===== src/rtl/csi_tx_lane_distributor.sv =====
// CSI-2 TX lane distributor: wraps striped packet words into per-lane HS bursts
// (SYNC, payload, trail, gap) with a programmable 0..2 byte-clock skew per lane.
package top_pkg;
  localparam int NUM_LANE = 2;
endpackage

module csi_tx_lane_distributor
  import top_pkg::*;
#(
  parameter logic [7:0] SYNC_BYTE    = 8'hB8,
  parameter int         TRAIL_CYCLES = 2,
  parameter int         GAP_CYCLES   = 4
) (
  input  logic                          byte_clock,
  input  logic                          reset,
  input  logic                          enable,
  input  logic [NUM_LANE*8-1:0]         in_data,
  input  logic                          in_valid,
  input  logic                          in_last,
  input  logic [$clog2(NUM_LANE+1)-1:0] in_nbytes,
  output logic                          in_ready,
  input  logic [2*NUM_LANE-1:0]         lane_skew,
  output logic [NUM_LANE*8-1:0]         word_out,
  output logic [NUM_LANE-1:0]           valid_out,
  output logic                          busy,
  output logic                          underrun_err
);

  typedef enum logic [2:0] {IDLE, SYNC, DATA, TRAIL, GAP} state_t;

  state_t                   state, state_nxt;
  logic [3:0]               count, count_nxt;
  logic [2*NUM_LANE-1:0]    skew_cap;
  logic                     capture, underrun_set;
  logic [NUM_LANE*8-1:0]    last_bytes, last_nxt;
  logic [NUM_LANE*8-1:0]    pre_data;
  logic [NUM_LANE-1:0]      pre_vld;
  logic [NUM_LANE*8-1:0]    data_p0, data_p1, data_p2, sel_data;
  logic [NUM_LANE-1:0]      vld_p0, vld_p1, vld_p2, sel_vld;

  // Trail polarity is the complement of the lane's last bit so the line toggles.
  function automatic logic [7:0] trail_byte(input logic [7:0] b);
    return b[7] ? 8'h00 : 8'hFF;
  endfunction

  assign in_ready = enable && (state == DATA);
  assign busy     = (state != IDLE) || (|vld_p0) || (|vld_p1) || (|vld_p2);

  always_comb begin
    state_nxt    = state;
    count_nxt    = count;
    capture      = 1'b0;
    underrun_set = 1'b0;
    pre_data     = '0;
    pre_vld      = '0;
    last_nxt     = last_bytes;
    case (state)
      IDLE: begin
        if (in_valid) begin
          state_nxt = SYNC;
          capture   = 1'b1;
        end
      end
      SYNC: begin
        pre_data  = {NUM_LANE{SYNC_BYTE}};
        pre_vld   = '1;
        last_nxt  = {NUM_LANE{SYNC_BYTE}};
        state_nxt = DATA;
      end
      DATA: begin
        pre_vld = '1;
        if (in_valid) begin
          for (int i = 0; i < NUM_LANE; i++) begin
            if (!in_last || int'(in_nbytes) > i) begin
              pre_data[i*8 +: 8] = in_data[i*8 +: 8];
              last_nxt[i*8 +: 8] = in_data[i*8 +: 8];
            end else begin
              pre_data[i*8 +: 8] = trail_byte(last_bytes[i*8 +: 8]);
            end
          end
          if (in_last) begin
            state_nxt = TRAIL;
            count_nxt = 4'(TRAIL_CYCLES);
          end
        end else begin
          // Underrun keeps the burst alive with zero filler rather than stalling.
          underrun_set = 1'b1;
        end
      end
      TRAIL: begin
        pre_vld = '1;
        for (int i = 0; i < NUM_LANE; i++)
          pre_data[i*8 +: 8] = trail_byte(last_bytes[i*8 +: 8]);
        if (count == 4'd1) begin
          state_nxt = GAP;
          count_nxt = 4'(GAP_CYCLES);
        end else begin
          count_nxt = count - 4'd1;
        end
      end
      GAP: begin
        if (count == 4'd1) state_nxt = IDLE;
        else               count_nxt = count - 4'd1;
      end
      default: state_nxt = IDLE;
    endcase
  end

  // Stage 0 is the pre-skew register; stages 1 and 2 add one byte clock each.
  always_comb begin
    sel_data = '0;
    sel_vld  = '0;
    for (int i = 0; i < NUM_LANE; i++) begin
      case (skew_cap[2*i +: 2])
        2'd0: begin
          sel_data[i*8 +: 8] = data_p0[i*8 +: 8];
          sel_vld[i]         = vld_p0[i];
        end
        2'd1: begin
          sel_data[i*8 +: 8] = data_p1[i*8 +: 8];
          sel_vld[i]         = vld_p1[i];
        end
        default: begin
          sel_data[i*8 +: 8] = data_p2[i*8 +: 8];
          sel_vld[i]         = vld_p2[i];
        end
      endcase
    end
  end

  always_ff @(posedge byte_clock) begin
    if (reset) begin
      state        <= IDLE;
      count        <= '0;
      skew_cap     <= '0;
      underrun_err <= 1'b0;
      data_p0      <= '0;
      data_p1      <= '0;
      data_p2      <= '0;
      vld_p0       <= '0;
      vld_p1       <= '0;
      vld_p2       <= '0;
      word_out     <= '0;
      valid_out    <= '0;
    end else if (enable) begin
      state        <= state_nxt;
      count        <= count_nxt;
      if (capture) skew_cap <= lane_skew;
      underrun_err <= underrun_err | underrun_set;
      data_p0      <= pre_data;
      data_p1      <= data_p0;
      data_p2      <= data_p1;
      vld_p0       <= pre_vld;
      vld_p1       <= vld_p0;
      vld_p2       <= vld_p1;
      word_out     <= sel_data;
      valid_out    <= sel_vld;
    end
  end

  always_ff @(posedge byte_clock) begin
    if (enable) last_bytes <= last_nxt;
  end

endmodule

===== config.mk =====
export PLATFORM = sky130hd
export DESIGN_NAME = csi_tx_lane_distributor
export DESIGN_NICKNAME = d
export VERILOG_FILES = /design/src/rtl/csi_tx_lane_distributor.sv
export SDC_FILE = /design/constraint.sdc
export NUM_CORES = 1
export LEC_CHECK = 0
export CORE_ASPECT_RATIO = 1.4
export CORE_UTILIZATION = 59
export DETAILED_ROUTE_END_ITERATION = 8
export PLACE_DENSITY = 0.8
export SYNTH_ARGS = -nofsm -noshare
export SYNTH_HDL_FRONTEND = slang
export SYNTH_SLANG_ARGS = --single-unit

===== constraint.sdc =====
create_clock -name byte_clock -period 2.94 [get_ports byte_clock]
set_clock_uncertainty 0.2 [all_clocks]
set_input_delay 0.882 -clock byte_clock [delete_from_list [all_inputs] [get_ports byte_clock]]
set_output_delay 0.882 -clock byte_clock [all_outputs]
set_load 0.01 [all_outputs]

==> results of run 1 <==
-- placed cells by master (no fill, tap or decap), types with 2 or more instances in the layout --
cell type,n
sky130_fd_sc_hd__nor2b_1,4
sky130_fd_sc_hd__nand2_1,32
sky130_fd_sc_hd__clkbuf_8,10
sky130_fd_sc_hd__edfxtp_1,2
sky130_fd_sc_hd__buf_4,16
sky130_fd_sc_hd__nand3_1,2
sky130_fd_sc_hd__buf_2,2
sky130_fd_sc_hd__nor3_1,3
sky130_fd_sc_hd__a21oi_1,23
sky130_fd_sc_hd__clkdlybuf4s50_1,45
sky130_fd_sc_hd__dfxtp_1,81
sky130_fd_sc_hd__a21o_1,5
sky130_fd_sc_hd__clkbuf_1,2
sky130_fd_sc_hd__a31o_2,2
sky130_fd_sc_hd__and3b_1,2
sky130_fd_sc_hd__or3b_1,2
sky130_fd_sc_hd__nand2b_1,5
sky130_fd_sc_hd__a211oi_1,2
sky130_fd_sc_hd__nor4_1,3
sky130_fd_sc_hd__o21ai_1,4
sky130_fd_sc_hd__mux2i_1,74
sky130_fd_sc_hd__inv_1,9
sky130_fd_sc_hd__nand3b_1,2
sky130_fd_sc_hd__o21ai_0,29
sky130_fd_sc_hd__or3_1,3
sky130_fd_sc_hd__nor2_1,67
sky130_fd_sc_hd__a31oi_1,7
sky130_fd_sc_hd__ha_1,2
sky130_fd_sc_hd__a22o_1,4
-- sequential cells by signal, summed over array words and instances (netlist names), 2 cells and up --
name and cells:
count 4, data_p0 16, data_p1 16, data_p2 16
last_bytes 2, skew_cap 4, state 3, valid_out 2
word_out 16
-- layer usage --
| layer | vias to the layer above | track usage |
|---|---|---|
| li1 | 1524 | - |
| met1 | 1390 | 0.281 |
| met2 | 61 | 0.426 |
| met3 | 14 | 0.0425 |
| met4 | 0 | 0.116 |
| met5 | - | 0 |
-- Yosys cell counts (all sizes together) --
library cell,number
dfxtp,81
mux2i,74
nor2,68
o21ai,33
nand2,32
a21oi,23
buf,21
inv,9
clkbuf,8
a31oi,7
a21o,5
a22o,5
nand2b,5
nor2b,4
nor3,4
a211oi,3
nor4,3
or3,3
a31o,2
and3b,2
edfxtp,2
ha,2
nand3,2
nand3b,2
or3b,2
a2111oi,1
and2,1
and4bb,1
mux2,1
nand4bb,1
nor3b,1
o211ai,1
o22ai,1
o32a,1
o32ai,1
or2,1
-- kinds of logic (layout without fill, tap and decap cells) --
logic type / after synthesis / after routing / share of synthesized area
buf+inv: 38 / 88 / 0.0450
simple gates: 132 / 132 / 0.163
mux: 75 / 75 / 0.200
compound gates: 83 / 83 / 0.137
fa+ha+maj: 2 / 2 / 0.00667
flops: 83 / 83 / 0.448
-- worst reg2reg max path, cell delays in order, from the launching register on --
cell and delay, ns:
sky130_fd_sc_hd__dfxtp_1 0.41, sky130_fd_sc_hd__ha_1 0.18, sky130_fd_sc_hd__nor3b_4 0.41, sky130_fd_sc_hd__o32ai_4 0.20
sky130_fd_sc_hd__and3b_1 0.22, sky130_fd_sc_hd__mux2_2 0.25
-- where the power goes --
group          internal [mW]  switching [mW]
clock network          0.469           0.389
logic                 0.0970          0.0931
registers               1.14          0.0258
-- area by class of cell --
class | instances | share of cell area
multi-input cells | 292 | 0.423
flip-flops and latches | 83 | 0.373
repair buffers | 63 | 0.129
clock buffers | 13 | 0.0378
well taps | 72 | 0.0200
clock inverters | 3 | 0.00972
inverters | 9 | 0.00750
-- worst min-delay path by stage --
stage                              startpoint                        end  slack, ns
floorplan            data_p2[10]$_SDFFE_PP0P_   data_p2[10]$_SDFFE_PP0P_       0.26
global placement    underrun_err$_SDFFE_PP0P_  underrun_err$_SDFFE_PP0P_       0.26
detailed placement  underrun_err$_SDFFE_PP0P_  underrun_err$_SDFFE_PP0P_       0.26
CTS                 underrun_err$_SDFFE_PP0P_  underrun_err$_SDFFE_PP0P_       0.29
global route          data_p2[5]$_SDFFE_PP0P_    data_p2[5]$_SDFFE_PP0P_       0.32
finish              underrun_err$_SDFFE_PP0P_  underrun_err$_SDFFE_PP0P_       0.28
-- through the flow --
step / cell area [µm²] / instances
6_report: 4500 / 535
2_1_floorplan: 3750 / 413
4_1_cts: 4500 / 535
3_5_place_dp: 4290 / 519
3_3_place_gp: 4290 / 519
5_1_grt: 4500 / 535
==> impl_metrics.json, run 1 <==
{
  "min_path_type": "register to register",
  "post-cts-setup-buffers": 0,
  "insertion_delay_ns": 0.34,
  "endpoint_of_the_lowest_slack_register_to_register_path": "count[0]$_SDFFE_PP0P_",
  "run_status": "finished clean",
  "postCtsResizedCells": 0,
  "power.total_mw": 2.22,
  "number_of_global_route_vias_before_repair": 2842,
  "globalRouteTotalUtil": 0.240,
  "finalHoldWorstSlack_ns": 0.284,
  "pin_count_of_the_biggest_net_entering_global_routing": 37,
  "drt_pass1_iterations": 4,
  "holdBufCountCts": 0,
  "final.setup.worst_slack_ns": 0.103,
  "first_iter_violations": 153,
  "clock_tree.htree_level_count": 3,
  "dieHeight_um": 96.4,
  "diodes": 0,
  "layout_cells_sized_above_1": 0.0950,
  "synthDominantCellAreaShare": 0.432,
  "timing.critical_path.arrival_ns": 1.75,
  "synth_cells": 413,
  "dieArea_um2": 6690,
  "pwr_density_cell_nw_per_um2": 492,
  "tritoncts": "done",
  "core.rowCount": 34,
  "combined_area_of_the_multi_input_logic_cells_um2": 1900,
  "wirelength_um": 7570,
  "timing.max_cap.violations": 0,
  "dpl.hpwl_um": 5290,
  "worst_r2r_startpoint": "count[0]$_SDFFE_PP0P_",
  "ys_warn_count": 0,
  "detailroute.wirelength.met3_um": 225,
  "worst-r2r-cell-count": 5,
  "grt_setup_unrepaired": "no",
  "kind_of_end_point_of_the_critical_path": "primary output",
  "layout.core_utilization": 0.730,
  "max_freq_mhz": 353,
  "routed.top_layer": "met4",
  "io_pins": 48,
  "coreArea_um2": 6170,
  "cpMaxStageDelayCell": "sky130_fd_sc_hd__clkdlybuf4s50_1",
  "clock_path_buffers": 2,
  "synth_fp_nets": 442,
  "syn_area_um2": 3750,
  "route.met2.wl_um": 3760,
  "via_per_inst": 5.59,
  "worst_setup_path_endpoint": "in_ready",
  "wire_per_inst_um": 14.1,
  "crit_fanout": 3,
  "post-route-min-period_ns": 2.84,
  "worstPathRequired_ns": 1.86,
  "grt_first_pass_wirelength_um": 12700,
  "critical_path_cell_count": 3,
  "power.ir.vdd_worst_uv": 262,
  "worst_path_bufs_invs": 2,
  "wl_met1_um": 3420,
  "cts.reportedPaths.clkPinSlew_ns": 0.08,
  "timing.final.crit_share": 0.965,
  "die_width_um": 69.4,
  "final-max-slew-violation-count": 0,
  "setup.reg_to_reg.worst_slack_ns": 0.97,
  "finalHoldViolCount": 0,
  "start_util": 0.609,
  "crit_path_cell_trace": "buf_2, and4bb_2, clkdlybuf4s50_1",
  "clock-sinks": 83,
  "timing.slew.headroom": 0.595,
  "synth-seq-area-share": 0.448,
  "power.leakage_nw": 1.77,
  "place.gp.congestion": 0.826,
  "critPathKind": "primary input to primary output",
  "detailedPlace.worstSlack_ns": 0.103,
  "regArea_um2": 1680,
  "worst_setup_path_start_kind": "primary input",
  "critPathTopFamily": "buffers and inverters",
  "post_synth_num_cell_types": 43,
  "io_buffers": 47,
  "route.vias.total": 2989,
  "postSynthRegisterBits": 83,
  "netlist_top_cells_area": "sky130_fd_sc_hd__dfxtp_1 (43%), sky130_fd_sc_hd__mux2i_1 (20%), sky130_fd_sc_hd__nor2_1 (6.7%)",
  "setup_tns_ns": 0,
  "cts_made_buffers": 9,
  "syn_area_cell_um2": 9.09,
  "hold_path_depth": 2,
  "finalNetCount": 487,
  "detailed_route_drc_error_count": 0,
  "timing.critical_path.from": "enable",
  "antenna_found_initial": 0,
  "netlist.top_cell.by_area": "sky130_fd_sc_hd__dfxtp_1",
  "critical_path.max_stage_delay_ns": 0.54,
  "number_of_inserted_filler_cells_in_the_final_layout": 482,
  "drt.antenna.violating_nets": 0,
  "final-setup-viol-count": 0,
  "grt-ovfl-total": 0,
  "tightestPinTransition_ns": 0.606,
  "area.growth.synth_to_final_pct": 20.0,
  "clock-root-buffer": "sky130_fd_sc_hd__clkbuf_8"
}
No activity file was read; power rests on OpenSTA's default activity.
==> inputs of run 2 (changes only) <==
--- a/config.mk
+++ b/config.mk
@@ -8,6 +8,7 @@
 export CORE_ASPECT_RATIO = 1.4
 export CORE_UTILIZATION = 59
 export DETAILED_ROUTE_END_ITERATION = 8
+export GPL_ROUTABILITY_DRIVEN = 0
 export PLACE_DENSITY = 0.8
 export SYNTH_ARGS = -nofsm -noshare
 export SYNTH_HDL_FRONTEND = slang
==> results of run 2 <==
No change in the layout: final DEF, timing and power equal those of run 1.
==> inputs of run 3 (changes only) <==
--- a/config.mk
+++ b/config.mk
@@ -10,6 +10,7 @@
 export DETAILED_ROUTE_END_ITERATION = 8
 export GPL_ROUTABILITY_DRIVEN = 0
 export PLACE_DENSITY = 0.8
+export SLEW_MARGIN = 20
 export SYNTH_ARGS = -nofsm -noshare
 export SYNTH_HDL_FRONTEND = slang
 export SYNTH_SLANG_ARGS = --single-unit
==> results of run 3 <==
No change in the layout: final DEF, timing and power equal those of run 1.
